[config.mk]
export PLATFORM = sky130hd
export DESIGN_NAME = regfile_wb_arbiter
export DESIGN_NICKNAME = d
export VERILOG_FILES = /design/src/rtl/regfile_wb_arbiter_pkg.sv /design/src/rtl/regfile_scoreboard.sv /design/src/rtl/regfile_wb_arbiter.sv
export SDC_FILE = /design/constraint.sdc
export NUM_CORES = 1
export LEC_CHECK = 0
export CAP_MARGIN = 20
export CORE_UTILIZATION = 55
export CTS_CLUSTER_DIAMETER = 120
export CTS_CLUSTER_SIZE = 24
export DETAILED_ROUTE_END_ITERATION = 7
export DONT_BUFFER_PORTS = 1
export GPL_TIMING_DRIVEN = 0
export PLACE_DENSITY = 0.81
export SETUP_SLACK_MARGIN = 0.05
export SLEW_MARGIN = 20
export SYNTH_ARGS = -nofsm -noshare
export SYNTH_HDL_FRONTEND = slang
export SYNTH_SLANG_ARGS = --single-unit
[constraint.sdc]
create_clock -name clk -period 2.5 [get_ports clk]
set_input_delay 0.5 -clock clk [delete_from_list [all_inputs] [get_ports clk]]
set_output_delay 0.5 -clock clk [all_outputs]
set_load 0.1 [all_outputs]
[src/rtl/regfile_wb_arbiter_pkg.sv]
// regfile_wb_arbiter_pkg: register file geometry and the writeback request shared by execute and memory
package regfile_wb_arbiter_pkg;

    localparam int DATA_W   = 32;
    localparam int ADDR_W   = 5;
    localparam int NUM_REGS = 24;

    typedef struct packed {
        logic              req;
        logic [ADDR_W-1:0] addr;
        logic [DATA_W-1:0] data;
    } wb_req_t;

    function automatic logic in_range(input logic [ADDR_W-1:0] a);
        return int'(a) < NUM_REGS;
    endfunction

endpackage

[src/rtl/regfile_scoreboard.sv]
// regfile_scoreboard: pending-write bit per register and read-after-write hazard detection
module regfile_scoreboard
    import regfile_wb_arbiter_pkg::*;
(
    input  logic                clk,
    input  logic                rst_n,
    input  logic                set_en,
    input  logic [ADDR_W-1:0]   set_addr,
    input  logic                clr_en,
    input  logic [ADDR_W-1:0]   clr_addr,
    input  logic [ADDR_W-1:0]   rs1,
    input  logic [ADDR_W-1:0]   rs2,
    output logic [NUM_REGS-1:0] busy,
    output logic                hazard
);

    localparam int DEPTH = 2 ** ADDR_W;

    logic [NUM_REGS-1:0] busy_nxt;
    logic [DEPTH-1:0]    busy_ext;

    // a register committing this cycle is readable through the register file, so it is not a hazard
    always_comb begin
        busy_nxt = '0;
        for (int i = 0; i < NUM_REGS; i++)
            busy_nxt[i] = (set_en && set_addr == ADDR_W'(i)) ||
                          (busy[i] && !(clr_en && clr_addr == ADDR_W'(i)));
        busy_ext = DEPTH'(busy);
        hazard   = (busy_ext[rs1] && !(clr_en && clr_addr == rs1)) ||
                   (busy_ext[rs2] && !(clr_en && clr_addr == rs2));
    end

    always_ff @(posedge clk or negedge rst_n) begin
        if (!rst_n)
            busy <= '0;
        else
            busy <= busy_nxt;
    end

endmodule

[src/rtl/regfile_wb_arbiter.sv]
// regfile_wb_arbiter: shares the register file write port between ALU and load writeback with starvation guard
module regfile_wb_arbiter
    import regfile_wb_arbiter_pkg::*;
#(
    parameter int STARVE_LIMIT = 3
) (
    input  logic                clk,
    input  logic                rst_n,
    input  logic                iss_valid,
    input  logic [ADDR_W-1:0]   iss_rd,
    input  logic                alu_req,
    input  logic [ADDR_W-1:0]   alu_addr,
    input  logic [DATA_W-1:0]   alu_data,
    output logic                alu_gnt,
    input  logic                mem_req,
    input  logic [ADDR_W-1:0]   mem_addr,
    input  logic [DATA_W-1:0]   mem_data,
    output logic                mem_gnt,
    input  logic [ADDR_W-1:0]   rs1,
    input  logic [ADDR_W-1:0]   rs2,
    output logic                hazard,
    output logic                wr_en,
    output logic [ADDR_W-1:0]   wr_addr,
    output logic [DATA_W-1:0]   wr_data,
    output logic [NUM_REGS-1:0] busy_vec
);

    localparam int CW = $clog2(STARVE_LIMIT + 1);

    logic [CW-1:0] starve_cnt;
    logic          starved;
    logic          commit;
    wb_req_t       alu_w, mem_w, win;

    // loads win ties so the memory pipeline drains, until the ALU has lost STARVE_LIMIT times in a row
    always_comb begin
        alu_w   = '{req: alu_req, addr: alu_addr, data: alu_data};
        mem_w   = '{req: mem_req, addr: mem_addr, data: mem_data};
        starved = starve_cnt == CW'(STARVE_LIMIT);
        alu_gnt = rst_n && alu_req && (!mem_req || starved);
        mem_gnt = rst_n && mem_req && !(alu_req && starved);
        win     = alu_gnt ? alu_w : mem_w;
        commit  = (alu_gnt || mem_gnt) && in_range(win.addr);
    end

    always_ff @(posedge clk or negedge rst_n) begin
        if (!rst_n) begin
            wr_en      <= 1'b0;
            wr_addr    <= '0;
            wr_data    <= '0;
            starve_cnt <= '0;
        end else begin
            wr_en      <= commit;
            starve_cnt <= (alu_req && !alu_gnt) ? (starved ? starve_cnt : starve_cnt + 1'b1) : '0;
            if (commit) begin
                wr_addr <= win.addr;
                wr_data <= win.data;
            end
        end
    end

    regfile_scoreboard u_sb (
        .clk      (clk),
        .rst_n    (rst_n),
        .set_en   (iss_valid && in_range(iss_rd)),
        .set_addr (iss_rd),
        .clr_en   (wr_en),
        .clr_addr (wr_addr),
        .rs1      (rs1),
        .rs2      (rs2),
        .busy     (busy_vec),
        .hazard   (hazard)
    );

endmodule

==> impl_metrics.env, run 1 <==
export IMPL_status="complete, but fails checks"
export IMPL_violations="negative setup slack"
export IMPL_num_antenna_cells=0
export IMPL_globalplace_congestion=0.8425
export IMPL_nNetsFinal=403
export IMPL_viasPerCell=6.436
export IMPL_hold_viol_final=0
export IMPL_ir_worst_vdd_mv=0.9325
export IMPL_required_ns=2.00
export IMPL_die_area_mm2=0.006821
export IMPL_vias=2497
export IMPL_finalWirelength_um=8209
export IMPL_ant_nets=0
export IMPL_clock_sinks=64
export IMPL_crit_path_end_kind="primary output"
export IMPL_finalCritPeriodShare=1.087
export IMPL_drive_gt1_frac=0.4473
export IMPL_die_w_um=82.59
export IMPL_crit_fanout=4
export IMPL_nFillCells=449
export IMPL_setup_viol=1
export IMPL_synth_warnings=0
export IMPL_final_common_cell="mux2_2"
export IMPL_busiest_layer="met2"
export IMPL_ys_flop_type="dfrtp_1"
export IMPL_io_buffers=0
export IMPL_fin_total_pwr_w=0.005798
export IMPL_drv_cap=0
export IMPL_grt_usage=0.2402
export IMPL_setup_ws_ns=-0.2178
export IMPL_fin_cells=388
export IMPL_rsz0062_at_grt="yes"
export IMPL_use_met1=0.2741
export IMPL_first_pass_iters=6
export IMPL_grt_use_met3=0.08022
export IMPL_tightest_slew_ns=1.093
export IMPL_clk_insertion_delay_late_ns=0.33
export IMPL_initial_core_util=0.5860
export IMPL_syn2layout_area_growth_pct=12.85
export IMPL_powerDensity_mw_per_mm2=1438
export IMPL_syn_nets=389
export IMPL_p_leak_nw=1.494
export IMPL_synth_area_per_cell_um2=12.15
export IMPL_max_freq_ghz=0.3679
export IMPL_dp_hpwl_um=5968
export IMPL_die_h_um=82.59
export IMPL_grt_pass1_vias=2515
export IMPL_layout_common_cells="mux2_2 (59), o21ai_0 (51), dfrtp_1 (35), dfrtp_4 (21), mux2_1 (12)"
export IMPL_synth_seq_area_share=0.4483
export IMPL_synth_async_reset_ratio=1.000
export IMPL_syn_area_mm2=0.003572
export IMPL_synthCells=294
export IMPL_reg2reg_slack_ns=0.37
export IMPL_hold_class="input port to asynchronous set/reset pin"
export IMPL_cts_tree="yes"
export IMPL_numCtsBuffers=9
export IMPL_slew_viol_final=0
export IMPL_crit_type="flop to primary output"
export IMPL_antenna_found_initial=0
export IMPL_max_stage_delay_ns=0.63
export IMPL_fp_coreArea_mm2=0.006096
export IMPL_crit_slowest_cell="dfrtp_4"
export IMPL_drc=0
export IMPL_first_iter_violations=135
export IMPL_grt_pass1_wl_um=11920
export IMPL_cts_root_buf="clkbuf_8"
export IMPL_finalClockSkew_ns=0.005115
export IMPL_routedWlPerCell_um=21.16
export IMPL_ios=159
export IMPL_fin_crit_ns=2.718
export IMPL_grtUsageMet2=0.4190
export IMPL_fin_util=0.6613
export IMPL_grt_max_degree=65
export IMPL_ys_types=36
export IMPL_relSlewSlack=0.2715
export IMPL_startpoint_type="flop"
export IMPL_cp_arrival_ns=2.22
export IMPL_clkTransAtPathRegs_ns=0.07
export IMPL_synth_edf_count=0
export IMPL_clockBufferDepth=2
export IMPL_ys_seq_elements=64
export IMPL_rows=28
export IMPL_dp_cells=369
export IMPL_cts_htree_levels=3
export IMPL_grt_overflow=0
export IMPL_path_cells="mux4_2 -> mux2i_4 -> a22oi_2 -> a32o_4"
[Yosys cell counts (2+ instances only)]
cell      number  area share
a21oi_1        2      0.0028
a22oi_1        3      0.0063
and2_1         2      0.0035
buf_2          4      0.0056
buf_6          7       0.022
clkbuf_1       6      0.0063
dfrtp_1       64        0.45
inv_1          6      0.0063
mux2_1        12       0.038
mux2_2        59        0.19
mux2i_1        4       0.011
mux4_2        11       0.069
nand2_1        8      0.0084
nand2b_1       4      0.0070
nand3_1        8       0.011
nand4b_1       2      0.0049
nor2_1         5      0.0053
nor2b_1        9       0.016
nor4_1         2      0.0035
o21ai_0       51       0.071
or2_2          2      0.0035
xnor2_1        2      0.0049
xor2_1         8       0.020
[cell type report]
type                    instances  area [µm²]  area share
well taps                      75       93.84     0.02328
flip-flops and latches         64        1690      0.4193
inverters                       6       26.28    0.006518
multi-input cells             207        1873      0.4646
clock buffers                  13       148.9     0.03693
plain buffers                  17       138.9     0.03445
clock inverters                 3       17.52    0.004345
repair buffers                  3       42.54     0.01055
[registers in the layout, indices dropped and copies added, names as in the netlist]
register and count:
u_sb.busy 24, wr_data 32, wr_addr 5, wr_en 1
starve_cnt 2
[worst paths after layout]
path | start | endpoint | depth (start not counted)
worst min register to register | starve_cnt[1]$_DFFE_PN0P_ | starve_cnt[1]$_DFFE_PN0P_ | 3
max in group asynchronous | rst_n | u_sb.busy[5]$_DFF_PN0_ | 1
worst min-delay path | rst_n | wr_data[10]$_DFFE_PN0P_ | 1
min in group clk | alu_req | starve_cnt[1]$_DFFE_PN0P_ | 1
worst max register to register | wr_en$_DFF_PN0_ | u_sb.busy[9]$_DFF_PN0_ | 4
worst max-delay path | u_sb.busy[7]$_DFF_PN0_ | hazard | 4
[per-layer routing]
layer	share of wire	wire length [µm]
met1	0.36	2972
met2	0.53	4391
met3	0.093	765
met4	0.0097	80
met5	0	0
[where the power goes]
group	switching (W)	internal, W	total [W]	leakage, nW
logic	0.000429	0.000486	0.000915	0.703
registers	0.00271	0.00142	0.00412	0.708
clock network	0.000374	0.000385	0.000759	0.0834
total	0.00351	0.00229	0.00580	1.49
[through the flow]
step           worst slack (ns)  instance area (µm²)  setup TNS, ns  hold WS, ns
2_1_floorplan           0.05189                 3610              0       0.2044
3_3_place_gp            -0.1355                 3704        -0.1355       0.2053
3_5_place_dp            -0.1568                 3704        -0.1568       0.2052
4_1_cts                 -0.2800                 3963        -0.2800      0.03218
5_1_grt                 -0.2733                 4031        -0.2733      0.03474
6_report                -0.2178                 4031        -0.2178      0.02767
[repair_timing]
action	4_1_cts	5_1_grt
setup buffers	2	0
hold endpoints to repair	64	0
endpoints found under the setup margin	2	1
gates cloned	0	0
hold buffers	1	0
pin swaps	4	4
resized for setup	16	22
[critical path, delay by kind of cell (launching register included)]
| family | cells | cell delay (ns) |
|---|---|---|
| DFF | 1 | 0.63 |
| muxes | 2 | 0.72 |
| AOI/OAI and AO/OA | 2 | 0.54 |
[cells by family after synthesis]
kind of cell	share of synthesized area
muxes	0.3044
AOI/OAI and AO/OA	0.1100
DFF	0.4483
and+or+nand+nor	0.06900
buffers and inverters	0.04028
xor gates and xnor gates	0.02452
adders and majority gates	0.003502
Power figures use the tool's default switching activity.
==> run 2, diff against run 1 <==
CORE_UTILIZATION = 40   (was 55)
PLACE_DENSITY = 0.65   (was 0.81)
==> impl_metrics.env, run 2 (synthesis gave the netlist of run 1 again) <==
export IMPL_tightest_slew_ns=1.063
export IMPL_grt_pass1_vias=2522
export IMPL_finalCritPeriodShare=1.098
export IMPL_grtUsageMet2=0.3222
export IMPL_clock_sinks=64
export IMPL_status="complete, but fails checks"
export IMPL_largest_reg_flops=32
export IMPL_clk_insertion_delay_late_ns=0.34
export IMPL_setup_ws_ns=-0.2441
export IMPL_slew_viol_final=0
export IMPL_cts_htree_levels=3
export IMPL_top_register="wr_data"
export IMPL_ant_nets=0
export IMPL_busiest_layer="met2"
export IMPL_die_area_mm2=0.009312
export IMPL_relSlewSlack=0.2911
export IMPL_grt_max_degree=65
export IMPL_required_ns=2.00
export IMPL_crit_slowest_cell="dfrtp_4"
export IMPL_max_freq_ghz=0.3644
export IMPL_numCtsBuffers=9
export IMPL_fin_total_pwr_w=0.006047
export IMPL_finalWirelength_um=8611
export IMPL_die_h_um=96.50
export IMPL_finalClockSkew_ns=0.007857
export IMPL_crit_fanout=4
export IMPL_fin_util=0.4751
export IMPL_startpoint_type="flop"
export IMPL_antenna_found_initial=0
export IMPL_hold_class="input port to asynchronous set/reset pin"
export IMPL_drc=0
export IMPL_grt_pass1_wl_um=12480
export IMPL_setup_viol=1
export IMPL_io_buffers=0
export IMPL_rows=34
export IMPL_timing_hold_ws_ns=0.02104
export IMPL_use_met1=0.2031
export IMPL_grt_overflow=0
export IMPL_violations="negative setup slack"
export IMPL_rsz0062_at_grt="yes"
export IMPL_hold_viol_final=0
export IMPL_critical_path_buf_inv_count=0
export IMPL_cts_tree="yes"
export IMPL_clockBufferDepth=2
export IMPL_crit_type="flop to primary output"
export IMPL_fin_crit_ns=2.744
export IMPL_cts_root_buf="clkbuf_8"
export IMPL_layout_common_cells="mux2_2 (59), o21ai_0 (51), dfrtp_1 (35), dfrtp_4 (21), mux2_1 (12)"
export IMPL_max_stage_delay_ns=0.63
export IMPL_ios=159
export IMPL_crit_path_end_kind="primary output"
export IMPL_first_iter_violations=75
export IMPL_cp_arrival_ns=2.24
export IMPL_vias=2464
export IMPL_grt_usage=0.1814
export IMPL_syn2layout_area_growth_pct=15.41
export IMPL_ir_worst_vdd_mv=0.5425
export IMPL_fp_coreArea_mm2=0.008678
export IMPL_drive_gt1_frac=0.4525
export IMPL_nNetsFinal=406
export IMPL_powerDensity_mw_per_mm2=1467
export IMPL_viasPerCell=5.811
export IMPL_dp_hpwl_um=6348
export IMPL_num_antenna_cells=0
export IMPL_fin_area_mm2=0.004123
export IMPL_die_w_um=96.50
export IMPL_p_leak_nw=1.530
export IMPL_reg_top3="wr_data (32), u_sb.busy (24), wr_addr (5)"
export IMPL_path_cells="mux4_2 -> mux2i_1 -> a22oi_1 -> a32o_4"
export IMPL_final_common_cell="mux2_2"
export IMPL_place_area_mm2=0.003745
export IMPL_cp_top_family="multiplexers"
export IMPL_initial_core_util=0.4116
export IMPL_first_pass_iters=4
export IMPL_drv_cap=0
export IMPL_globalplace_congestion=0.7900
export IMPL_routedWlPerCell_um=20.31
export IMPL_clkTransAtPathRegs_ns=0.08
export IMPL_grt_use_met3=0.05477
run 2: changes by cell type in the layout (fill, tap and decap cells not counted), moves of 2 or more:
cell / previous run / this run
inv_6: 0 / 2
bufinv_16: 0 / 2
buf_4: 2 / 5
clkinv_2: 2 / 0
clkinv_4: 0 / 2
clkbuf_1: 7 / 4
clkbuf_8: 11 / 9
run 2: timing repair:
action | CTS | global route
hold buffers | 1 | 0
gates cloned | 0 | 0
setup endpoints to repair | 2 | 3
setup buffers | 2 | 3
pin swaps | 4 | 3
resized for setup | 26 | 5
endpoints found under the hold margin | 64 | 0
run 2: cell type report:
class                   instances  area [µm²]
plain buffers                  17       133.9
clock buffers                   9       123.9
clock inverters                 7       102.6
fillers                       798        4556
inverters                       6       26.28
multi-input cells             207        1846
flip-flops and latches         64        1690
well taps                     108       135.1
repair buffers                  6       65.06
run 2: per-stage QoR:
step                      cells  TNS [ns]  setup slack (ns)
after floorplan             294         0           0.05189
after global placement      402   -0.1083           -0.1083
after detailed placement    402   -0.1429           -0.1429
after CTS                   421   -0.2401           -0.2401
after global routing        424   -0.3365           -0.3365
final                       424   -0.2441           -0.2441
run 2: final timing paths:
path / start / end / slack (ns) / cells after the start
setup / recovery: u_sb.busy[23]$_DFF_PN0_ / hazard / -0.24 / 4
hold / removal: rst_n / wr_data[13]$_DFFE_PN0P_ / 0.02 / 1
setup reg to reg: wr_en$_DFF_PN0_ / u_sb.busy[12]$_DFF_PN0_ / 0.34 / 4
hold reg to reg: starve_cnt[1]$_DFFE_PN0P_ / starve_cnt[1]$_DFFE_PN0P_ / 0.61 / 3
max in group asynchronous: rst_n / u_sb.busy[14]$_DFF_PN0_ / 2.17 / 1
min in group clk: alu_req / starve_cnt[1]$_DFFE_PN0P_ / 0.29 / 1
run 2: where the power goes:
group | leakage [nW] | internal [W] | switching [W]
clock | 0.110 | 0.000572 | 0.000445
combinational | 0.712 | 0.000484 | 0.000421
sequential | 0.708 | 0.00142 | 0.00270
run 2: metal layers:
layer | wire length [µm] | vias to the layer above
li1 | - | 1118
met1 | 3369 | 1213
met2 | 4376 | 122
met3 | 754 | 11
met4 | 110 | 0
met5 | 0 | -
==> run 3, diff against run 2 <==
PLACE_DENSITY = 0.64   (was 0.65)
==> impl_metrics.env, run 3 (synthesis gave the netlist of run 1 again) <==
export IMPL_wl_met2_um=4333
export IMPL_clkTransAtPathRegs_ns=0.08
export IMPL_regArea_mm2=0.001693
export IMPL_crit_fanout=4
export IMPL_rsz0062_at_grt="yes"
export IMPL_relSlewSlack=0.2947
export IMPL_largest_reg_flops=32
export IMPL_viasPerCell=6.002
export IMPL_nNetsFinal=404
export IMPL_initial_core_util=0.4116
export IMPL_routedWlPerCell_um=20.89
export IMPL_violations="negative setup slack"
export IMPL_tightest_slew_ns=1.058
export IMPL_vias=2533
export IMPL_setup_ws_ns=-0.2395
export IMPL_hold_viol_final=0
export IMPL_fin_total_pwr_w=0.006170
export IMPL_die_w_um=96.50
export IMPL_dp_hpwl_um=6594
export IMPL_max_freq_ghz=0.3650
export IMPL_drc=0
export IMPL_ios=159
export IMPL_clk_insertion_delay_late_ns=0.32
export IMPL_cts_root_buf="clkbuf_8"
export IMPL_finalWirelength_um=8814
export IMPL_ir_worst_vdd_mv=0.6622
export IMPL_startpoint_type="flop"
export IMPL_globalplace_congestion=0.7585
export IMPL_grt_pass1_wl_um=13040
export IMPL_grt_max_degree=65
export IMPL_reg2reg_from="starve_cnt[0]$_DFFE_PN0P_"
export IMPL_multiInputGateArea_mm2=0.001879
export IMPL_first_iter_violations=91
export IMPL_drive_gt1_frac=0.4682
export IMPL_first_pass_iters=4
export IMPL_required_ns=2.00
export IMPL_ant_nets=0
export IMPL_die_area_mm2=0.009312
export IMPL_maxUsedRoutingLayer="met4"
export IMPL_timing_hold_ws_ns=0.02434
export IMPL_p_leak_nw=1.538
export IMPL_cts_htree_levels=3
export IMPL_place_area_mm2=0.003745
export IMPL_cts_tree="yes"
export IMPL_powerDensity_mw_per_mm2=1478
export IMPL_cp_arrival_ns=2.24
export IMPL_finalClockSkew_ns=0.005966
export IMPL_dr_wl_met3_um=985
export IMPL_met1_length_um=3339
export IMPL_fp_coreArea_mm2=0.008678
export IMPL_clock_sinks=64
export IMPL_fin_crit_ns=2.739
export IMPL_reg_top3="wr_data (32), u_sb.busy (24), wr_addr (5)"
export IMPL_crit_path_end_kind="primary output"
export IMPL_finalCritPeriodShare=1.096
export IMPL_io_buffers=0
export IMPL_nFillCells=796
export IMPL_reg2reg_slack_ns=0.46
export IMPL_crit_type="flop to primary output"
export IMPL_drv_cap=0
export IMPL_grt_pass1_vias=2607
export IMPL_fin_area_mm2=0.004175
export IMPL_num_antenna_cells=0
export IMPL_numCtsBuffers=9
export IMPL_hold_class="input port to asynchronous set/reset pin"
export IMPL_fin_tns_setup_ns=-0.2395
export IMPL_status="complete, but fails checks"
export IMPL_clockBufferDepth=2
export IMPL_rows=34
export IMPL_top_register="wr_data"
export IMPL_crit_start="u_sb.busy[14]$_DFF_PN0_"
export IMPL_grt_overflow=0
export IMPL_final_common_cell="mux2_2"
export IMPL_grt_usage=0.1928
export IMPL_slew_viol_final=0
export IMPL_syn2layout_area_growth_pct=16.88
export IMPL_die_h_um=96.50
export IMPL_fin_util=0.4811
export IMPL_antenna_found_initial=0
export IMPL_setup_viol=1
export IMPL_layout_common_cells="mux2_2 (59), o21ai_0 (51), dfrtp_1 (35), dfrtp_4 (22), mux2_1 (12)"
==> run 3: changes by cell type in the layout (fill, tap and decap cells not counted), sizes merged <==
cell / delta
buf: -3
bufinv: +1
clkbuf: +2
clkinv: -1
inv: -1
==> run 3: power by group <==
group          internal, W  total, W  leakage [nW]  switching, W
clock network     0.000695   0.00111         0.123      0.000415
logic             0.000491  0.000926         0.706      0.000435
registers          0.00143   0.00413         0.709       0.00271
==> run 3: worst paths after layout <==
| check | to | cells after the start |
|---|---|---|
| min in group clk | starve_cnt[1]$_DFFE_PN0P_ | 1 |
| worst min-delay path | wr_data[11]$_DFFE_PN0P_ | 1 |
| worst max-delay path | hazard | 4 |
| worst min register to register | starve_cnt[0]$_DFFE_PN0P_ | 2 |
| max in group asynchronous | wr_addr[2]$_DFFE_PN0P_ | 1 |
| worst max register to register | wr_data[12]$_DFFE_PN0P_ | 7 |
==> run 3: repair_timing <==
action                     4_1_cts  5_1_grt
hold endpoints to repair        64        0
pin swaps                        4        2
resized for setup               21       20
buffers inserted                 3        0
hold buffers                     1        0
setup endpoints to repair        2        2
==> run 3: final cells by class <==
class	instances	share of cell area
well taps	108	0.03236
repair buffers	4	0.01199
clock inverters	6	0.02757
clock buffers	10	0.03296
multi-input cells	207	0.4501
inverters	6	0.006293
plain buffers	17	0.03326
flip-flops and latches	64	0.4055
==> run 3: worst max-delay path, stage by stage, from the launching register on <==
cell,delay (ns)
dfrtp_4,0.63
mux4_2,0.52
a22oi_2,0.18
a32oi_1,0.10
a32o_4,0.48
==> run 3: per-stage QoR <==
step                      cells  setup WS, ns
final                       422       -0.2395
after global routing        422       -0.3069
after CTS                   422       -0.2569
after detailed placement    402       -0.1619
after global placement      402       -0.1266
after floorplan             294       0.05189
==> run 3: per-layer routing <==
metal  GRT usage  vias to the layer above
met5           0                        -
met3     0.05556                       13
met2      0.3339                      165
li1            -                     1118
met4     0.08946                        0
met1      0.2185                     1237
